[src/rtl/fb_access_arb_pkg.sv]
// Shared constants and FSM encoding for the framebuffer access arbiter.
// Pulled in by the arbiter top and its round-robin picker.
package fb_access_arb_pkg;

    localparam int unsigned COORD_W = 6;
    localparam int unsigned DATA_W  = 8;
    localparam int unsigned NREQ    = 3;

    localparam int unsigned REQ_PAINT  = 0;
    localparam int unsigned REQ_CURSOR = 1;
    localparam int unsigned REQ_PALETA = 2;

    typedef enum logic [1:0] {
        StIdle  = 2'd0,
        StOwned = 2'd1,
        StClear = 2'd2
    } arb_state_e;

endpackage

[src/rtl/rr_pick.sv]
// Combinational round-robin picker: first set request after 'last', wrapping.
// Produces a one-hot pick, or zero when nothing is requested.
module rr_pick #(
    parameter int unsigned NREQ  = fb_access_arb_pkg::NREQ,
    parameter int unsigned IDX_W = (NREQ > 1) ? $clog2(NREQ) : 1
) (
    input  logic [NREQ-1:0]  req,
    input  logic [IDX_W-1:0] last,
    output logic [NREQ-1:0]  pick
);

    logic found;

    always_comb begin
        pick  = '0;
        found = 1'b0;
        // Search order starts one past the previous owner.
        for (int unsigned k = 1; k <= NREQ; k++) begin
            for (int unsigned j = 0; j < NREQ; j++) begin
                if (!found && req[j] && (j == (32'(last) + k) % NREQ)) begin
                    pick[j] = 1'b1;
                    found   = 1'b1;
                end
            end
        end
    end

endmodule

[src/rtl/fb_access_arb.sv]
// Framebuffer access arbiter: round-robin burst ownership for pixel writers plus
// a full-screen clear engine. All state advances on the falling clock edge.
module fb_access_arb #(
    parameter int unsigned COORD_W = fb_access_arb_pkg::COORD_W,
    parameter int unsigned DATA_W  = fb_access_arb_pkg::DATA_W,
    parameter int unsigned NREQ    = fb_access_arb_pkg::NREQ
) (
    input  logic                    clk,
    input  logic                    rst,
    input  logic [NREQ-1:0]         req,
    input  logic [NREQ-1:0]         wr,
    input  logic [NREQ*COORD_W-1:0] x,
    input  logic [NREQ*COORD_W-1:0] y,
    input  logic [NREQ*DATA_W-1:0]  wdata,
    output logic [NREQ-1:0]         gnt,
    input  logic                    clr_start,
    output logic                    clr_busy,
    output logic                    clr_done,
    output logic                    fb_we,
    output logic [2*COORD_W-1:0]    fb_addr,
    output logic [DATA_W-1:0]       fb_wdata
);

    import fb_access_arb_pkg::*;

    localparam int unsigned IDX_W  = (NREQ > 1) ? $clog2(NREQ) : 1;
    localparam int unsigned ADDR_W = 2 * COORD_W;

    arb_state_e        state_q, state_d;
    logic [IDX_W-1:0]  owner_q, owner_d;
    logic [IDX_W-1:0]  last_q, last_d;
    logic [NREQ-1:0]   gnt_q, gnt_d;
    logic              pend_q, pend_d;
    logic [ADDR_W-1:0] cnt_q, cnt_d;
    logic              we_q, we_d;
    logic [ADDR_W-1:0] addr_q, addr_d;
    logic [DATA_W-1:0] wdata_q, wdata_d;
    logic              done_q, done_d;

    logic [NREQ-1:0]    pick;
    logic [IDX_W-1:0]   pick_idx;
    logic               wr_ok;
    logic [COORD_W-1:0] sel_x, sel_y;
    logic [DATA_W-1:0]  sel_wdata;

    rr_pick #(
        .NREQ  (NREQ),
        .IDX_W (IDX_W)
    ) u_rr_pick (
        .req  (req),
        .last (last_q),
        .pick (pick)
    );

    always_comb begin
        pick_idx = '0;
        for (int unsigned j = 0; j < NREQ; j++) begin
            if (pick[j]) pick_idx = IDX_W'(j);
        end
    end

    // Only the granted requester's strobe and pixel fields reach the framebuffer.
    always_comb begin
        wr_ok     = |(gnt_q & wr);
        sel_x     = '0;
        sel_y     = '0;
        sel_wdata = '0;
        for (int unsigned i = 0; i < NREQ; i++) begin
            if (gnt_q[i]) begin
                sel_x     = x[i*COORD_W +: COORD_W];
                sel_y     = y[i*COORD_W +: COORD_W];
                sel_wdata = wdata[i*DATA_W +: DATA_W];
            end
        end
    end

    always_comb begin
        state_d = state_q;
        owner_d = owner_q;
        last_d  = last_q;
        gnt_d   = gnt_q;
        pend_d  = pend_q;
        cnt_d   = cnt_q;
        we_d    = 1'b0;
        addr_d  = addr_q;
        wdata_d = wdata_q;
        done_d  = 1'b0;

        if (clr_start && (state_q != StClear)) pend_d = 1'b1;

        if (wr_ok) begin
            we_d    = 1'b1;
            addr_d  = {sel_y, sel_x};
            wdata_d = sel_wdata;
        end

        unique case (state_q)
            StIdle: begin
                // A clear requested this cycle already beats any requester.
                if (pend_q || clr_start) begin
                    state_d = StClear;
                    cnt_d   = '0;
                end else if (|req) begin
                    gnt_d   = pick;
                    owner_d = pick_idx;
                    state_d = StOwned;
                end
            end
            StOwned: begin
                if (!req[owner_q]) begin
                    gnt_d   = '0;
                    last_d  = owner_q;
                    state_d = StIdle;
                end
            end
            StClear: begin
                we_d    = 1'b1;
                addr_d  = cnt_q;
                wdata_d = '0;
                cnt_d   = cnt_q + ADDR_W'(1);
                if (&cnt_q) begin
                    state_d = StIdle;
                    pend_d  = 1'b0;
                    done_d  = 1'b1;
                end
            end
            default: state_d = StIdle;
        endcase
    end

    always_ff @(negedge clk) begin
        if (!rst) begin
            state_q <= StIdle;
            owner_q <= '0;
            last_q  <= IDX_W'(NREQ - 1);
            gnt_q   <= '0;
            pend_q  <= 1'b0;
            cnt_q   <= '0;
            we_q    <= 1'b0;
            addr_q  <= '0;
            wdata_q <= '0;
            done_q  <= 1'b0;
        end else begin
            state_q <= state_d;
            owner_q <= owner_d;
            last_q  <= last_d;
            gnt_q   <= gnt_d;
            pend_q  <= pend_d;
            cnt_q   <= cnt_d;
            we_q    <= we_d;
            addr_q  <= addr_d;
            wdata_q <= wdata_d;
            done_q  <= done_d;
        end
    end

    assign gnt      = gnt_q;
    assign clr_busy = pend_q;
    assign clr_done = done_q;
    assign fb_we    = we_q;
    assign fb_addr  = addr_q;
    assign fb_wdata = wdata_q;

endmodule

[config.mk]
export PLATFORM = sky130hd
export DESIGN_NAME = fb_access_arb
export DESIGN_NICKNAME = d
export VERILOG_FILES = /design/src/rtl/fb_access_arb_pkg.sv /design/src/rtl/rr_pick.sv /design/src/rtl/fb_access_arb.sv
export SDC_FILE = /design/constraint.sdc
export NUM_CORES = 1
export LEC_CHECK = 0
export BUFFER_PORTS_ARGS = -buffer_cell sky130_fd_sc_hd__buf_2
export CAP_MARGIN = 10
export CORE_AREA = 4 4 73 75
export DETAILED_ROUTE_END_ITERATION = 16
export DIE_AREA = 0 0 77 79
export HOLD_SLACK_MARGIN = 0.02
export PLACE_DENSITY_LB_ADDON = 0.12
export SLEW_MARGIN = 0
export SYNTH_ARGS = -nofsm -noshare
export SYNTH_HDL_FRONTEND = slang
export SYNTH_HIERARCHICAL = 1
export SYNTH_SLANG_ARGS = --single-unit
[constraint.sdc]
create_clock -name clk -period 3.5 [get_ports clk]
set_input_delay 0.7 -clock clk [delete_from_list [all_inputs] [get_ports clk]]
set_output_delay 0.7 -clock clk [all_outputs]
set_load 0.03 [all_outputs]
# Yosys cells after proc, flatten, opt, wreduce, memory -nomap -nowiden
# Index checks and enable logic that the tools add are counted.
dict set report word_totals {
  inputBits 69
  word_cells 129
  out_inout_bits 26
  ff_bits 44
}
dict set report classes {
  addsub 4
  n_reduce_logical 44
  n_mux 48
  magnitude_cmp 1
  div 3
  n_eq_ne 15
  bitwise_logic 4
}
# op n
set op_table {}
lappend op_table {{== test 1 x 32 -> 1 bit (first input constant)} 3}
lappend op_table {{== test 2 x 32 -> 1 bit (first input constant)} 3}
lappend op_table {{logical NOT 32 bit} 3}
lappend op_table {{remainder unit 32 x 2 -> 32 bit (second input constant)} 3}
lappend op_table {{2-to-1 mux 12 bit} 3}
lappend op_table {{2-to-1 mux 6 bit} 6}
lappend op_table {{2-to-1 mux 1 bit} 24}
lappend op_table {{2-to-1 mux 8 bit} 3}
lappend op_table {{one-hot mux 12 bit (2 select lines)} 1}
lappend op_table {{logical AND 1 bit} 18}
lappend op_table {{adder 12 x 1 -> 12 bit (second input constant)} 1}
lappend op_table {{!= test 2 bit (second input constant)} 6}
lappend op_table {{AND reduction 12 bit} 1}
lappend op_table {{2-to-1 mux 2 bit} 5}
lappend op_table {{2-to-1 mux 3 bit} 3}
lappend op_table {{logical NOT 1 bit} 8}
lappend op_table {{adder 2 x 2 -> 3 bit (second input constant)} 2}
lappend op_table {{one-hot mux 2 bit (3 select lines)} 1}
lappend op_table {{one-hot mux 3 bit (2 select lines)} 1}
lappend op_table {{AND reduction 2 bit} 3}
lappend op_table {{AND reduction 3 bit} 2}
lappend op_table {{nonzero test 2 bit} 3}
lappend op_table {{OR reduction 3 bit} 2}
lappend op_table {{AND reduction 4 bit} 1}
lappend op_table {{11 further kinds} 13}

# Depth between registers and ports, before layout
# Gate-level depths: netlist of run 1.
dict set report depth {
  word_depth 40
  mapped_depth 6
  ltp_nobuf 6
}

# Hierarchy
# The synthesis of run 1 kept the hierarchy.
# module cells_each area_each_um2 n_inst
set modules_own_cells {}
lappend modules_own_cells {fb_access_arb 239 2248.4 1}
lappend modules_own_cells {rr_pick 16 113.9 1}

==> flow_summary.toml, run 1 <==
[worst_setup_path]
r2r_cells = 6
cpPeakStageDelay_ps = 370
r2r_slack_ps = 1590
timing.critical_path.to = "clr_busy"
setup.worst_path.start = "clr_busy"
cp-start-kind = "register"
required_ps = 2800
reg2reg_from = "last_q[0]"
cp_top_family = "flip-flops"
critical_path_buf_inv_count = 1
worstSetupPathType = "reg2out"
rr_endpoint = "gnt[2]"
cp_data_arrival_time_ps = 2700
crit_fanout = 4
cp.depth = 1
cp-end-kind = "output port"
worstPathCellList = "buf_2"
critPathSlowestCell = "dfxtp_1"

[clocking]
htreeDepth = 2
cts_tree = "yes"
clockBufferDepth = 2
clk_pin_slew_ps = 40
postCtsHoldBufs = 0
clock-root-buffer = "clkbuf_8"
cts_resized = 0
worstSkewPairLatency_ps = 360
post_cts_buffers = 0
cts_sinks = 44
cts_buffers = 5

[final_layout]
multi_input_area_um2 = 1353
antenna_cells = 0
instances_no_fill = 458
syn_to_final_growth_pct = 34.90
layout-drive-gt1-share_pct = 37.13
seqCellArea_um2 = 880.8
fillerInstances = 412
nets = 475

[placed_design]
post-place-ws_ps = -272.9
io_buffers = 94
dp.cells = 407
hpwl_um = 4761
globalplace.congestion = 0.8628

[synthesis]
netlist.top_cell.by_area = "dfxtp_1"
synth_fa_ha_area_share_pct = 1.589
synth_top_area_share_pct = 37.29
synthFlopType = "dfxtp_1"
synth-compound-area-share_pct = 25.00
synthMuxAreaShare_pct = 0.4237
synth_fp_nets = 327
synth_top_family_by_area = "simple AND/OR/NAND/NOR gates"
yosysSeqAreaShare_pct = 37.29
syn_avg_cell_area_um2 = 9.264
ys_warn_count = 6
synthesis.instances = 255
synth_edf_count = 0
netlist_area_um2 = 2362
synth_area_leaders = "dfxtp_1, a221o_1, nor3_2"
ys_types = 54
synth_xor_area_share_pct = 2.595
synth_seq_cells = 44
synthArstFlopShare_pct = 0
synth-simple-area-share_pct = 27.44

[route]
drtPass1Iterations = 4
route.detailed.drc = 0
ant_nets = 0
wl_um = 6611
num_vias = 2522
initialDrtViolationCount = 118
vias_per_cell = 5.507
wl_per_cell_um = 14.43

[hold_path]
hp-class = "reg2reg"
holdCritStartpoint = "fb_wdata[7]"

[power]
total_power_mw = 1.224
pwr-share-comb_pct = 16.0
p_seq_share_pct = 43.5
cellPowerDensity_nw_per_um2 = 383.9
p_sw_share_pct = 34.01
vdd_drop_max_uv = 370.7
power.share.clock_pct = 40.5
internal_power_mw = 0.8075
p_sw_mw = 0.4161
p_leak_nw = 1.489

[global_routing]
grt_pass1_vias = 2497
grt_start_max_net_pins = 43
grt_usage_pct = 21.95
gr-total-overflow = 0
grt_pass1_wl_um = 11020
antenna_found_initial = 0

[die]
io_pins = 95
start_util_pct = 50.68
fp-row-count = 25
core_area_um2 = 4661
fp.dieArea_um2 = 6083
dieHeight_um = 79
die_w_um = 77

[timing]
hold_violations = 0
maxSlewHeadroom_pct = 62.32
slew_violations = 0
rsz0062_at_grt = "no"
fin_ws_ps = 101.5
skew_ps = 13.33
max_slew.worst_pin.slew_ps = 564.5
whs_ps = 468.2
finalSetupViolations = 0
finalSetupTns_ps = 0

[flow_run]
maxCapViolations = 0

[status]
outcome = "finished clean"
power groups by stage:
stage | registers, mW | logic, mW | clock network, mW
2_1_floorplan | 0.545 | 0.102 | 0.0783
3_3_place_gp | 0.539 | 0.192 | 0.0783
3_5_place_dp | 0.539 | 0.194 | 0.0783
4_1_cts | 0.532 | 0.195 | 0.523
5_1_grt | 0.533 | 0.216 | 0.585
6_report | 0.532 | 0.195 | 0.496
area by class of cell:
type                       count  area share [%]
inverter                       5          0.5889
clock buffer                   5           2.159
clock inverter                47           5.575
tap                           54           2.120
timing repair buffer         114           19.47
multi-input combinational    189           42.44
sequential                    44           27.64
kinds of logic after synthesis:
logic type,after synthesis
AO/OA/AOI/OAI,75
multiplexers,1
adder cells (fa/ha/maj),3
flip-flops,44
XOR/XNOR,7
buffers and inverters,22
AND/OR/NAND/NOR,103
synthesized netlist by cell type (all sizes together), types with 3 or more instances:
| library cell | count |
|---|---|
| nor3 | 18 |
| clkbuf | 3 |
| ha | 3 |
| nand3 | 10 |
| and3 | 3 |
| nor2b | 15 |
| a221o | 12 |
| a21oi | 9 |
| o21ai | 13 |
| a22oi | 9 |
| nand4 | 3 |
| buf | 11 |
| and2 | 3 |
| a221oi | 12 |
| a22o | 8 |
| dfxtp | 44 |
| nand2b | 4 |
| nor2 | 15 |
| inv | 6 |
| xnor2 | 6 |
| nand2 | 19 |
through the flow:
stage | util (%) | instance area, um2
floorplan | - | 2362
global placement | 63.06 | 2939
detailed placement | 63.06 | 2939
CTS | 68.27 | 3182
global route | 68.38 | 3187
finish | 68.38 | 3187
metal layers:
layer | global-route usage, % | routed length [um]
met5 | 0 | 0
met1 | 26.75 | 3006
met3 | 6.122 | 457
met4 | 10.68 | 70
met2 | 35.80 | 3076
worst min-delay path by stage:
stage	slack [ps]	depth (start not counted)	endpoint
2_1_floorplan	460	1	fb_addr[11]
3_3_place_gp	460	1	fb_wdata[1]
3_5_place_dp	460	1	fb_wdata[7]
4_1_cts	470	1	fb_wdata[7]
5_1_grt	500	1	fb_wdata[1]
6_report	470	1	fb_wdata[7]
registers in the layout, indices dropped and copies added (netlist names):
| register | cells |
|---|---|
| fb_wdata | 8 |
| owner_q | 2 |
| cnt_q | 12 |
| state_q | 2 |
| clr_done | 1 |
| fb_addr | 12 |
| gnt | 3 |
| fb_we | 1 |
| last_q | 2 |
| clr_busy | 1 |
placed cells by master (no fill, tap or decap), types with 12 or more instances in the layout:
master	synthesis	layout
a221o_1	12	12
a221oi_1	12	12
buf_2	5	94
buf_4	5	20
dfxtp_1	44	44
inv_1	6	51
nand2_1	19	19
nor2_1	14	14
nor3_2	12	13
No activity file was read; power rests on OpenSTA's default activity.
==> inputs of run 2 (changes only) <==
--- a/config.mk
+++ b/config.mk
@@ -5,11 +5,11 @@
 export SDC_FILE = /design/constraint.sdc
 export NUM_CORES = 1
 export LEC_CHECK = 0
-export BUFFER_PORTS_ARGS = -buffer_cell sky130_fd_sc_hd__buf_2
 export CAP_MARGIN = 10
-export CORE_AREA = 4 4 73 75
+export CORE_AREA = 4 4 72 74
 export DETAILED_ROUTE_END_ITERATION = 16
-export DIE_AREA = 0 0 77 79
+export DIE_AREA = 0 0 76 78
+export DONT_BUFFER_PORTS = 1
 export HOLD_SLACK_MARGIN = 0.02
 export PLACE_DENSITY_LB_ADDON = 0.12
 export SLEW_MARGIN = 0
==> flow_summary.toml, run 2 (synthesis gave the netlist of run 1 again) <==
[status]
outcome = "finished clean"

[final_layout]
final_cell_mix = "inv_1, dfxtp_1, nand2_1"
fin_util_pct = 58.39
nets = 373
layout-drive-gt1-share_pct = 15.61
instances_no_fill = 355
final_common_cell = "inv_1"
antenna_cells = 0
syn_to_final_growth_pct = 13.67
fillerInstances = 449

[worst_setup_path]
worstSetupPathType = "reg2out"
rr_endpoint = "fb_wdata[7]"
r2r_slack_ps = 1220
required_ps = 2800
cp-start-kind = "register"
r2r_cells = 6
cp-end-kind = "output port"
cp_data_arrival_time_ps = 2680
crit_fanout = 4
reg2reg_from = "gnt[1]"

[clocking]
cts_sinks = 44
post_cts_buffers = 0
clk_pin_slew_ps = 40
cts_resized = 0
clockBufferDepth = 2
htreeDepth = 2
clock-root-buffer = "clkbuf_8"
postCtsHoldBufs = 0
worstSkewPairLatency_ps = 360
cts_tree = "yes"
cts_buffers = 5

[die]
dieHeight_um = 78
start_util_pct = 51.37
fp.dieArea_um2 = 5928
die_w_um = 76
fp-row-count = 25
core_area_um2 = 4598
io_pins = 95

[route]
num_vias = 2118
ant_nets = 0
vias_per_cell = 5.966
wl_per_cell_um = 16.15
drtPass1Iterations = 4
route.detailed.drc = 0
wl_um = 5734
initialDrtViolationCount = 108

[hold_path]
hp-class = "reg2reg"
holdPathStages = 2
holdCritStartpoint = "cnt_q[10]"
hold_end = "cnt_q[10]"

[global_routing]
grt_start_max_net_pins = 43
antenna_found_initial = 0
grt_usage_pct = 19.27
gr-total-overflow = 0
grt_pass1_wl_um = 9535
grt_pass1_vias = 2055

[power]
cellPowerDensity_nw_per_um2 = 460.1
vdd_drop_max_uv = 207.1
p_leak_nw = 1.050

[timing]
hold_violations = 0
maxSlewHeadroom_pct = 23.24
max_slew.worst_pin.slew_ps = 1149
finalSetupTns_ps = 0
whs_ps = 491.9
slew_violations = 0
finalSetupViolations = 0
rsz0062_at_grt = "no"
skew_ps = 20.53
fin_ws_ps = 118.6

[placed_design]
hpwl_um = 4145
io_buffers = 0
dp.cells = 305
post-place-ws_ps = -220.9
globalplace.congestion = 0.7886

[flow_run]
maxCapViolations = 0
-- run 2: worst max path at each step --
stage               startpoint     endpoint  cells past startpoint
floorplan                wr[0]   fb_addr[9]                      5
global placement         wr[0]  fb_addr[10]                      5
detailed placement       wr[0]  fb_addr[10]                      5
CTS                   clr_busy     clr_busy                      0
global route             wr[0]  fb_wdata[0]                      4
finish                clr_busy     clr_busy                      0
-- run 2: power by group --
part           internal, mW  switching [mW]
clock network         0.272           0.292
logic                0.0545          0.0694
registers             0.517          0.0304
total                 0.844           0.392
-- run 2: metrics by stage --
step	power [mW]	area [um2]
finish	1.235	2685
global placement	0.7546	2421
CTS	1.265	2685
global route	1.344	2685
detailed placement	0.7568	2421
floorplan	0.7254	2362
-- run 2: per-layer routing --
metal | GRT usage [%] | wire length, um | vias up
li1 | - | - | 1054
met1 | 23.75 | 2640 | 985
met2 | 27.65 | 2640 | 71
met3 | 8.701 | 385 | 8
met4 | 10.68 | 68 | 0
met5 | 0 | 0 | -
-- run 2: cell type report --
type	instances	area, um2	area share (%)
clock buffers	5	68.82	2.563
clock inverters	46	198.9	7.409
inverters	5	18.77	0.6990
multi-input cells	189	1348	50.19
flip-flops and latches	44	880.8	32.81
well taps	54	67.56	2.516
repair buffers	12	102.6	3.821
==> inputs of run 3 (changes only) <==
--- a/config.mk
+++ b/config.mk
@@ -6,9 +6,9 @@
 export NUM_CORES = 1
 export LEC_CHECK = 0
 export CAP_MARGIN = 10
-export CORE_AREA = 4 4 72 74
+export CORE_AREA = 2 2 70 72
 export DETAILED_ROUTE_END_ITERATION = 16
-export DIE_AREA = 0 0 76 78
+export DIE_AREA = 0 0 72 74
 export DONT_BUFFER_PORTS = 1
 export HOLD_SLACK_MARGIN = 0.02
 export PLACE_DENSITY_LB_ADDON = 0.12
==> flow_summary.toml, run 3 (synthesis gave the netlist of run 1 again) <==
[status]
outcome = "finished clean"

[route]
wl_per_cell_um = 15.30
initialDrtViolationCount = 112
ant_nets = 0
wl_um = 5463
route.detailed.drc = 0
drtPass1Iterations = 4
num_vias = 2120
vias_per_cell = 5.938

[clocking]
clockBufferDepth = 2
clk_pin_slew_ps = 40
cts_buffers = 5
clock-root-buffer = "clkbuf_8"
post_cts_buffers = 0
cts_sinks = 44
worstSkewPairLatency_ps = 360
htreeDepth = 2
cts_tree = "yes"
cts_resized = 0
postCtsHoldBufs = 0

[timing]
max_slew.worst_pin.slew_ps = 815.8
slew_violations = 0
whs_ps = 499.5
finalSetupTns_ps = 0
hold_violations = 0
rsz0062_at_grt = "no"
fin_ws_ps = 129.3
skew_ps = 14.80
finalSetupViolations = 0
maxSlewHeadroom_pct = 45.20

[global_routing]
grt_usage_pct = 20.81
grt_start_max_net_pins = 43
grt_pass1_wl_um = 8880
antenna_found_initial = 0
gr-total-overflow = 0
grt_pass1_vias = 1964

[hold_path]
hp-class = "reg2reg"
holdPathStages = 2

[die]
core_area_um2 = 4598
fp.dieArea_um2 = 5328
die_w_um = 72
dieHeight_um = 74
start_util_pct = 51.37
fp-row-count = 25
io_pins = 95

[final_layout]
fin_area_um2 = 2724
multi_input_area_um2 = 1348
layout-drive-gt1-share_pct = 16.50
nets = 374
instances_no_fill = 357
antenna_cells = 0
fin_util_pct = 59.24
fillerInstances = 434
seqCellArea_um2 = 880.8
final_common_cell = "inv_1"
syn_to_final_growth_pct = 15.31
final_cell_mix = "inv_1, dfxtp_1, nand2_1"

[placed_design]
dp.cells = 306
globalplace.congestion = 0.7724
place_area_um2 = 2429
hpwl_um = 3926
post-place-ws_ps = -187.6
io_buffers = 0

[worst_setup_path]
cp.depth = 0
cp-end-kind = "output port"
r2r_cells = 5
crit_fanout = 4
required_ps = 2800
cp_data_arrival_time_ps = 2670
worstSetupPathType = "reg2out"
cp-start-kind = "register"

[flow_run]
maxCapViolations = 0

[power]
vdd_drop_max_uv = 231.7
cellPowerDensity_nw_per_um2 = 485.0
total_power_mw = 1.321
p_leak_nw = 1.064
run 3: layout make-up:
| class | count | area share, % |
|---|---|---|
| multi-input cells | 189 | 49.47 |
| flip-flops and latches | 44 | 32.34 |
| clock inverters | 47 | 8.452 |
| repair buffers | 13 | 4.042 |
| clock buffers | 5 | 2.526 |
| well taps | 54 | 2.480 |
| inverters | 5 | 0.6890 |
run 3: final timing paths:
check             start          end  slack, ps
max            clr_busy     clr_busy        130
min          owner_q[1]   owner_q[1]        500
max reg2reg      gnt[2]  fb_wdata[0]       1350
min reg2reg  owner_q[1]   owner_q[1]        500
run 3: power by group:
part	internal, mW	switching [mW]	total [mW]
registers	0.517	0.0303	0.547
logic	0.0559	0.0696	0.125
clock network	0.349	0.300	0.649
total	0.921	0.400	1.32
run 3: metal layers:
metal  vias up  track usage [%]  wire [um]
met3         4            6.775        298
met5         -                0          0
li1       1067                -          -
met1       987            27.33       2636
met2        62            30.76       2473
met4         0            10.69         55
